`src/rtl/ram_stream_reader.sv`:
```
// Burst reader: turns an (address, length) command into a valid/ready word stream
// from a RAM with a registered read port, tagging the final word with out_last.
module ram_stream_reader #(
   parameter int ADDR_SIZE = 11,
   parameter int DATA_SIZE = 9
) (
   input  logic                 clk,
   input  logic                 rst_n,
   input  logic                 cmd_valid,
   output logic                 cmd_ready,
   input  logic [ADDR_SIZE-1:0] cmd_addr,
   input  logic [ADDR_SIZE:0]   cmd_len,
   output logic [ADDR_SIZE-1:0] r_addr,
   input  logic [DATA_SIZE-1:0] mem_data,
   output logic                 out_valid,
   input  logic                 out_ready,
   output logic [DATA_SIZE-1:0] out_data,
   output logic                 out_last,
   output logic                 busy
);

   // A read takes two edges (r_addr register, then RAM output register) before
   // capture, so a third slot is needed to stream one word per cycle without
   // ever overflowing when the sink stalls.
   localparam int DEPTH = 3;
   localparam logic [ADDR_SIZE-1:0] ADDR_ONE = 1;
   localparam logic [ADDR_SIZE:0]   LEN_ONE  = 1;

   typedef enum logic [1:0] {IDLE, READ, DRAIN} state_t;

   state_t                 state, state_nx;
   logic [ADDR_SIZE-1:0]   addr_q;
   logic [ADDR_SIZE:0]     remaining;
   logic [2:1]             vld_pipe;
   logic [2:1]             last_pipe;
   logic                   issue, issue_last, push, pop;
   logic [ADDR_SIZE-1:0]   issue_addr;
   logic [2:0]             credit_use;

   logic [DATA_SIZE-1:0]   buf_data [DEPTH];
   logic                   buf_last [DEPTH];
   logic [1:0]             head, tail, count;

   function automatic logic [1:0] ptr_inc(input logic [1:0] p);
      return (p == 2'(DEPTH - 1)) ? 2'd0 : p + 2'd1;
   endfunction

   assign out_valid  = (count != 2'd0);
   assign out_data   = out_valid ? buf_data[head] : '0;
   assign out_last   = out_valid && buf_last[head];
   assign pop        = out_valid && out_ready;
   assign push       = vld_pipe[2];
   assign cmd_ready  = (state == IDLE);
   assign busy       = (state != IDLE);
   assign credit_use = {1'b0, count} + {2'b0, vld_pipe[1]} + {2'b0, vld_pipe[2]}
                       - {2'b0, pop};

   // The first read goes out on the accept edge so r_addr = cmd_addr right away.
   always_comb begin
      state_nx   = state;
      issue      = 1'b0;
      issue_addr = addr_q;
      issue_last = (remaining == LEN_ONE);
      case (state)
         IDLE: begin
            if (cmd_valid && cmd_len != '0) begin
               issue      = 1'b1;
               issue_addr = cmd_addr;
               issue_last = (cmd_len == LEN_ONE);
               state_nx   = READ;
            end
         end
         READ: begin
            if (remaining == '0) state_nx = DRAIN;
            else if (credit_use < 3'(DEPTH)) issue = 1'b1;
         end
         DRAIN: begin
            if (vld_pipe == 2'b00 && (count == 2'd0 || (count == 2'd1 && pop)))
               state_nx = IDLE;
         end
         default: state_nx = IDLE;
      endcase
   end

   always_ff @(posedge clk or negedge rst_n) begin
      if (!rst_n) begin
         state     <= IDLE;
         addr_q    <= '0;
         remaining <= '0;
         r_addr    <= '0;
         vld_pipe  <= '0;
         last_pipe <= '0;
      end else begin
         state     <= state_nx;
         vld_pipe  <= {vld_pipe[1], issue};
         last_pipe <= {last_pipe[1], issue && issue_last};
         if (issue) begin
            r_addr    <= issue_addr;
            addr_q    <= issue_addr + ADDR_ONE;
            remaining <= ((state == IDLE) ? cmd_len : remaining) - LEN_ONE;
         end
      end
   end

   always_ff @(posedge clk or negedge rst_n) begin
      if (!rst_n) begin
         head  <= '0;
         tail  <= '0;
         count <= '0;
         for (int i = 0; i < DEPTH; i++) begin
            buf_data[i] <= '0;
            buf_last[i] <= 1'b0;
         end
      end else begin
         if (push) begin
            buf_data[tail] <= mem_data;
            buf_last[tail] <= last_pipe[2];
            tail           <= ptr_inc(tail);
         end
         if (pop) head <= ptr_inc(head);
         case ({push, pop})
            2'b10:   count <= count + 2'd1;
            2'b01:   count <= count - 2'd1;
            default: count <= count;
         endcase
      end
   end

endmodule

```
`config.mk`:
```
export PLATFORM = sky130hd
export DESIGN_NAME = ram_stream_reader
export DESIGN_NICKNAME = d
export VERILOG_FILES = /design/src/rtl/ram_stream_reader.sv
export SDC_FILE = /design/constraint.sdc
export NUM_CORES = 1
export LEC_CHECK = 0
export ABC_AREA = 1
export CAP_MARGIN = 20
export CORE_ASPECT_RATIO = 1.2
export CORE_MARGIN = 1.5
export CORE_UTILIZATION = 25
export CTS_CLUSTER_DIAMETER = 50
export DETAILED_ROUTE_END_ITERATION = 10
export GPL_ROUTABILITY_DRIVEN = 0
export SLEW_MARGIN = 10
export SYNTH_ARGS = -nofsm -noshare
export SYNTH_HDL_FRONTEND = slang
export SYNTH_SLANG_ARGS = --single-unit
```
`constraint.sdc`:
```
create_clock -name clk -period 4.3 [get_ports clk]
set_input_delay 0.43 -clock clk [delete_from_list [all_inputs] [get_ports clk]]
set_output_delay 0.43 -clock clk [all_outputs]
set_load 0.05 [all_outputs]
```
* Word-level counts from Yosys, hierarchy flattened
Index checks and enable logic that the tools add are counted.
** Storage, ports and cells
- Register bits :: 76
- Input port bits :: 36
- Output and inout bits :: 24
- Word-level logic and storage cells :: 88
** Cells by class
- Add/subtract/negate cells :: 9
- $lt $le $gt $ge :: 4
- Eq/ne operators :: 12
- Multiplexer cells :: 29
- Bitwise operators :: 2
- Reduce and logical (&&, ||, !) cells :: 17
** Operator list (number)
- $mux W9 :: 4
- $bwmux W27 :: 1
- $eq A12 B1 Y1 const B :: 2
- $mux W11 :: 2
- $bmux W9 S2 :: 1
- $demux W9 S2 :: 1
- $logic_not A12 Y1 :: 1
- $mux W12 :: 1
- $reduce_bool A12 Y1 :: 1
- $sub A12 B1 Y12 const B :: 1
- $add A11 B1 Y11 const B :: 1
- $mux W2 :: 5
- $eq A2 B2 Y1 const B :: 4
- $mux W1 :: 8
- $logic_and A1 B1 Y1 :: 7
- $add A2 B1 Y2 const B :: 3
- $eq A2 B1 Y1 const B :: 3
- $ge A3 B3 Y1 const B :: 2
- $logic_not A2 Y1 :: 3
- $not A2 Y3 :: 2
- $pmux W2 S3 :: 1
- $reduce_bool A2 Y1 :: 3
- $ne A2 B2 Y1 const B :: 2
- $pmux W2 S2 :: 1
- 13 further kinds :: 13

* Depth between registers and ports, before layout
Gate-level depths: netlist of the first run.
- Depth after elaboration :: 8
- Gate-level depth with buffers :: 16

* Worst setup path after synthesis of the first run
OpenSTA, ideal clock, no wires.
- Path type :: register to register
- Start point :: register count[0]
- End point :: register addr_q[4]
- Arrival :: 2.702 ns
- Setup slack :: 1.467 ns
- Cell stages (with the launch flop) :: 14
- Buffers on the path :: 2
- Clock period less this slack :: 2.833 ns
- Cells stage by stage :: dfrtp_1 > inv_1 > ha_1 > nor2_1 > ha_1 > fa_1 > inv_1 > fa_1 > a21oi_1 > nand3_1 > nand2_1 > buf_2 > buf_2 > o211ai_1
** On the way
- Word-level cells in the longest chain between the ends :: 7
- Elaborated cells on any way between the ends :: 9
- Those cells by class :: 3 x add/sub; 1 x order compare; 3 x mux; 2 x reduce/logical
** Ends and longest elaborated chain
- start: declaration :: RTL line 42 : logic [1:0] head, tail, count;
- start signal: assignment :: RTL line 122 : 2'b10: count <= count + 2'd1;
- start signal: assignment :: RTL line 123 : 2'b01: count <= count - 2'd1;
- start signal: assignment :: RTL line 124 : default: count <= count;
- $reduce_bool A2 Y1 :: RTL line 48 : assign out_valid = (count != 2'd0);
- $logic_and A1 B1 Y1 :: RTL line 51 : assign pop = out_valid && out_ready;
- net pop :: RTL line 36 : logic issue, issue_last, push, pop;
- $sub A3 B1 Y3 :: RTL line 56 : - {2'b0, pop};
- $lt A3 B2 Y1 :: RTL line 75 : else if (credit_use < 3'(DEPTH)) issue = 1'b1;
- $mux W1 :: RTL line 75
- $mux W1 :: RTL line 74 : if (remaining == '0) state_nx = DRAIN;
- $pmux W1 S2 :: RTL line 64 : case (state)
- net issue :: RTL line 36
- end signal: assignment :: RTL line 99 : addr_q <= issue_addr + ADDR_ONE;
- end: declaration :: RTL line 32 : logic [ADDR_SIZE-1:0] addr_q;
The timed path passes the listed nets, and every way through them passes these cells.
A chain may end at the register's enable or synchronous reset.

* Final worst setup path of the first run
- Start point :: register count[1]
- End point :: register addr_q[10]
** On the way
- Word-level cells in the longest chain between the ends :: 7
- Elaborated cells on any way between the ends :: 9
- Those cells by class :: 3 x add/sub; 1 x order compare; 3 x mux; 2 x reduce/logical
** Ends and longest elaborated chain (RTL line)
- $reduce_bool A2 Y1 :: 48
- $logic_and A1 B1 Y1 :: 51
- net pop :: 36
- $sub A3 B1 Y3 :: 56
- $lt A3 B2 Y1 :: 75
- $mux W1 :: 75
- $mux W1 :: 74
- $pmux W1 S2 :: 64
The timed path passes the listed nets, and every way through them passes these cells.

==> impl_metrics.env, run 1 <==
export IMPL_ant_nets=0
export IMPL_synth_common_cells="nand2_1, dfrtp_1, inv_1, o21ai_0, nand3_1"
export IMPL_crit_arrival_ps=3740
export IMPL_p_total_w=0.00484
export IMPL_min_period_over_period_pct=80.6
export IMPL_die_area_um2=17600
export IMPL_grt_busiest_layer="met2"
export IMPL_cts_buffers=9
export IMPL_synth_avg_cell_area_um2=7.64
export IMPL_htree_num_levels=3
export IMPL_rsz0062_at_grt="false"
export IMPL_hold_buffers=0
export IMPL_syn_area_um2=4210
export IMPL_final_hold_violation_count=0
export IMPL_grt_remaining_overflow=0
export IMPL_crit_chain="inv_1, ha_1, nor2_1, ha_1, fa_1, inv_1, fa_1, a21oi_1, nand3_1, nand2_1, inv_1, buf_8, nor2_1, nand3_1, nand3_1"
export IMPL_grt_use_met1_pct=14.9
export IMPL_drt_total_wl_mm=9.88
export IMPL_status="completed"
export IMPL_synth_edff_count=0
export IMPL_antenna_found_initial=0
export IMPL_yosysTopAreaCellShare_pct=45.2
export IMPL_synth_fa_ha_area_share_pct=2.44
export IMPL_clock_path_buffers=2
export IMPL_synthTopCellsByArea="dfrtp_1, nand2_1, o21ai_0, nand3_1, inv_1"
export IMPL_nets=645
export IMPL_ir_drop_uv=452
export IMPL_yosysTopAreaCell="dfrtp_1"
export IMPL_cts_setup_buffers=0
export IMPL_worst_slew_pin_slew_ps=980
export IMPL_crit_fanout=25
export IMPL_numPortBuffers=59
export IMPL_synthesis_nets=594
export IMPL_synth_area_mux_share_pct=0.505
export IMPL_diodes=0
export IMPL_worst_setup_path_type="reg -> reg"
export IMPL_synth_xor_area_share_pct=1.66
export IMPL_vias=3503
export IMPL_start_kind="flop"
export IMPL_cts_resized=0
export IMPL_clk_pin_slew_worst_paths_ps=60
export IMPL_cts_tree="done"
export IMPL_drc=0
export IMPL_synthSimpleGateAreaFrac_pct=30.7
export IMPL_fin_tns_setup_ps=0
export IMPL_finalSetupViolCount=0
export IMPL_synth_most_common_cell="nand2_1"
export IMPL_worst_skew_pair_late_latency_ps=340
export IMPL_leakage_nw=2.54
export IMPL_synth_compound_area_share_pct=10.2
export IMPL_grt_pass1_wl_mm=16.9
export IMPL_grt_usage_pct=12.1
export IMPL_skew_ps=4.28
export IMPL_drtIter0Drc=222
export IMPL_synth_main_ff_cell="dfrtp_1"
export IMPL_layout_min_cycle_time_ps=3460
export IMPL_final_layout_size_suffix_gt1_share_pct=9.88
export IMPL_maxSlewHeadroom_pct=34.6
export IMPL_maxCapViolCount=0
export IMPL_path_delay_family="adder cells"
export IMPL_max_freq_ghz=0.289
export IMPL_dr_pass1_iters=4
export IMPL_rows=51
export IMPL_ys_ff_latch=76
export IMPL_synthArstFlopShare_pct=100
export IMPL_via_per_inst=4.28
export IMPL_cp_required_ps=4570
export IMPL_cts_sinks=76
export IMPL_synth_cells=551
export IMPL_chipHeight_um=145
export IMPL_ios=60
export IMPL_synth_top_family_by_area="simple AND/OR/NAND/NOR gates"
export IMPL_ys_warn_count=0
export IMPL_end_kind="flop"
export IMPL_slowest_stage="fa_1"
export IMPL_finalMaxSlewViolations=0
export IMPL_wl_per_cell_um=12.1
export IMPL_area_growth_syn_to_layout_pct=25.0
export IMPL_grt_max_degree=77
export IMPL_core_area_um2=16300
export IMPL_ys_types=39
export IMPL_powerDensity_nw_per_um2=919
export IMPL_fp_dieW_um=121
export IMPL_grt_met2_usage_pct=20.2
export IMPL_cts_root_buf="clkbuf_16"
export IMPL_worstHoldPathType="in -> async"
export IMPL_first_global_vias=3473
export IMPL_crit_path_max_incr_delay_ps=410
export IMPL_hpwl_mm=6.85
export IMPL_critPathBufInv=4
export IMPL_ys_seq_area_share_pct=45.2
export IMPL_start_util_pct=25.8
export IMPL_met3_usage_pct=2.63
where the power goes:
part           leakage [nW]  switching [W]  internal [W]
sequential            0.952       0.000185       0.00106
clock                 0.141       0.000336      0.000407
combinational          1.44        0.00191      0.000934
total                  2.54        0.00244       0.00240
per-layer routing:
layer  part of all wire, %  wire (um)
met1                    45       4470
met2                    50       4940
met3                   3.8        379
met4                  0.91         90
met5                     0          0
sequential cells by signal, indices dropped and copies added (netlist names):
signal and flops:
addr_q 11, buf_data 27, buf_last 3, count 2, head 2, last_pipe 2, r_addr 11, remaining 12
state 2, tail 2, vld_pipe 2
path summary, 6_finish.rpt:
kind | from | end | slack [ps] | cells past startpoint
setup / recovery | count[1] | addr_q[10] | 840 | 15
hold / removal | rst_n | remaining[4] | 230 | 1
setup reg to reg | count[1] | addr_q[10] | 840 | 15
hold reg to reg | last_pipe[1] | last_pipe[2] | 360 | 0
max in group asynchronous | rst_n | buf_data[3] | 3410 | 1
min in group clk | last_pipe[1] | last_pipe[2] | 360 | 0
cells in the final DEF, fill, tap and decap left out, drive strengths merged, types with 4 or more instances in the layout:
cell           synthesis  layout
clkbuf                12       9
xor2                   4       4
ha                     5       5
nand3                 55      55
nand2                171     171
nor2                  50      50
o21ai                 70      70
a21oi                  4       4
buf                   10       4
clkdlybuf4s50          0      58
dfrtp                 76      76
xnor2                  4       4
inv                   72      78
metrics by stage:
stage	setup slack [ps]	hold WS, ps	utilization (%)	cell area [um^2]	std cells
after global placement	552	340	30.3	4960	802
after CTS	788	284	32.2	5260	819
after floorplan	1470	134	-	4210	551
final	836	231	32.2	5260	819
after detailed placement	554	341	30.4	4970	803
after global routing	480	322	32.2	5260	819
cell families (layout without fill, tap and decap cells):
| kind of cell | Yosys count | count (layout) |
|---|---|---|
| mux | 2 | 2 |
| fa+ha+maj | 7 | 7 |
| flops | 76 | 76 |
| compound gates | 79 | 79 |
| buf+inv | 94 | 150 |
| simple gates | 285 | 285 |
| xor+xnor | 8 | 8 |
cell type report:
cell class | count | area (um^2)
inverters | 72 | 270
clock buffers | 9 | 225
well taps | 212 | 265
multi-input cells | 381 | 1920
repair buffers | 62 | 618
flip-flops and latches | 76 | 1900
fillers | 1808 | 11100
clock inverters | 7 | 65.1
worst register-to-register path: stages (launching register included):
cell	delay [ps]
dfrtp_1	390
inv_1	110
ha_1	220
nor2_1	230
ha_1	330
fa_1	380
inv_1	80
fa_1	410
a21oi_1	150
nand3_1	90
nand2_1	80
inv_1	340
buf_8	300
nor2_1	130
nand3_1	90
nand3_1	100
No activity file was read; power rests on OpenSTA's default activity.
==> inputs of run 2 (changes only) <==
Clock period 4.3 ns to 2.8 ns, I/O delays scaled along.
==> impl_metrics.env, run 2 (synthesized netlist as in run 1, its figures left out) <==
export IMPL_grt_usage_pct=12.3
export IMPL_clk_pin_slew_worst_paths_ps=60
export IMPL_crit_chain="inv_2, ha_4, nor2_4, ha_4, fa_2, inv_2, fa_1, a21oi_2, nand3_1, nand2_2, buf_4, nand2_1, inv_1, nand2_1, nand3_1"
export IMPL_wl_met2_mm=5.01
export IMPL_grt_pass1_wl_mm=17.3
export IMPL_worst_skew_pair_late_latency_ps=340
export IMPL_finalMaxSlewViolations=0
export IMPL_numPortBuffers=59
export IMPL_dr_pass1_iters=4
export IMPL_setup_ws_ps=154
export IMPL_finalSetupViolCount=0
export IMPL_die_area_um2=17600
export IMPL_maxCapViolCount=0
export IMPL_top_layer="met4"
export IMPL_reg_largest_list="buf_data: 27 flops, remaining: 12 flops"
export IMPL_status="completed"
export IMPL_slowest_stage="fa_1"
export IMPL_cts_root_buf="clkbuf_16"
export IMPL_path_delay_family="adder cells"
export IMPL_via_per_inst=4.23
export IMPL_nets=670
export IMPL_start_util_pct=25.8
export IMPL_final_hold_violation_count=0
export IMPL_largest_register="buf_data"
export IMPL_wl_per_cell_um=11.9
export IMPL_cts_sinks=76
export IMPL_grt_remaining_overflow=0
export IMPL_reg2reg_depth=15
export IMPL_ff2ff_setup_slack_ps=150
export IMPL_drtIter0Drc=197
export IMPL_place_ws_ps=-257
export IMPL_drt_total_wl_mm=10.1
export IMPL_worst_setup_path_type="reg -> reg"
export IMPL_antenna_found_initial=0
export IMPL_crit_end="addr_q[9]"
export IMPL_end_kind="flop"
export IMPL_maxSlewHeadroom_pct=50.5
export IMPL_min_period_over_period_pct=94.5
export IMPL_skew_ps=8.58
export IMPL_crit_path_max_incr_delay_ps=420
export IMPL_crit_start="count[0]"
export IMPL_ios=60
export IMPL_layout_common_cells="nand2_1, dfrtp_1, inv_1"
export IMPL_worst_slew_pin_slew_ps=740
export IMPL_reg2reg_from="count[0]"
export IMPL_worstHoldPathType="in -> async"
export IMPL_cp_required_ps=3070
export IMPL_start_kind="flop"
export IMPL_final_util_pct=33.9
export IMPL_area_growth_syn_to_layout_pct=31.6
export IMPL_vias=3572
export IMPL_core_area_um2=16300
export IMPL_hpwl_mm=7.01
export IMPL_chipHeight_um=145
export IMPL_rr_endpoint="addr_q[9]"
export IMPL_rows=51
export IMPL_crit_fanout=15
export IMPL_fill_cells=1788
export IMPL_crit_arrival_ps=2920
export IMPL_wl_met1_mm=4.61
export IMPL_path_depth=15
export IMPL_largest_register_ffs=27
export IMPL_cts_tree="done"
export IMPL_clock_path_buffers=2
export IMPL_htree_num_levels=3
export IMPL_final_layout_size_suffix_gt1_share_pct=16.3
export IMPL_cts_buffers=9
export IMPL_first_global_vias=3579
export IMPL_grt_max_degree=77
export IMPL_fp_dieW_um=121
export IMPL_ant_nets=0
export IMPL_drc=0
export IMPL_diodes=0
export IMPL_critPathBufInv=4
export IMPL_mostFrequentLayoutCell="nand2_1"
export IMPL_layout_min_cycle_time_ps=2650
export IMPL_wl_met3_um=278
export IMPL_max_freq_ghz=0.378
-- run 2: changes by cell type in the layout (fill, tap and decap cells not counted), moves of 3 or more --
| cell | change |
|---|---|
| nor2_1 | -4 |
| inv_1 | -4 |
| inv_6 | -3 |
| clkdlybuf4s50_1 | -7 |
| inv_2 | +3 |
| buf_4 | +29 |
| nor2_2 | +3 |
-- run 2: repair_timing --
action / CTS / global route
gates resized for setup: 9 / 8
hold buffers: 0 / 1
pin swaps: 6 / 5
setup buffers: 1 / 1
cloned: 1 / 0
endpoints found under the setup margin: 8 / 35
hold endpoints to repair: 0 / 12
-- run 2: per-layer routing --
layer	GRT usage [%]	vias up
met1	15.5	1618
met5	0	-
li1	-	1890
met4	4.24	0
met2	20.6	54
met3	2.87	10
-- run 2: area by class of cell --
class	instances	area, um^2	share of cell area, %
Clock inverter	6	72.6	1.31
Multi-Input combinational cell	381	1970	35.5
Timing Repair Buffer	87	836	15.1
Sequential cell	76	1900	34.3
Inverter	72	273	4.92
Tap cell	212	265	4.79
Clock buffer	10	229	4.13
-- run 2: worst min-delay path by stage --
stage                        end          from  cells after the start
finish              remaining[6]         rst_n                      2
global route        remaining[4]         rst_n                      2
CTS                 remaining[6]         rst_n                      1
detailed placement  last_pipe[2]  last_pipe[1]                      0
global placement    last_pipe[2]  last_pipe[1]                      0
floorplan              addr_q[0]         rst_n                      0
-- run 2: per-stage QoR --
stage               hold slack [ps]  TNS, ps  instances  cell area, um^2
global placement                339    -4560        823             5110
floorplan                     -15.6        0        551             4210
CTS                             141        0        841             5480
detailed placement              338    -4930        823             5110
finish                          341        0        844             5540
global route                    352    -1.38        844             5540
Power of run 2 is left out: the tool's default activity adds up to more than one toggle a clock period on the data nets, which glitch-free logic cannot reach.
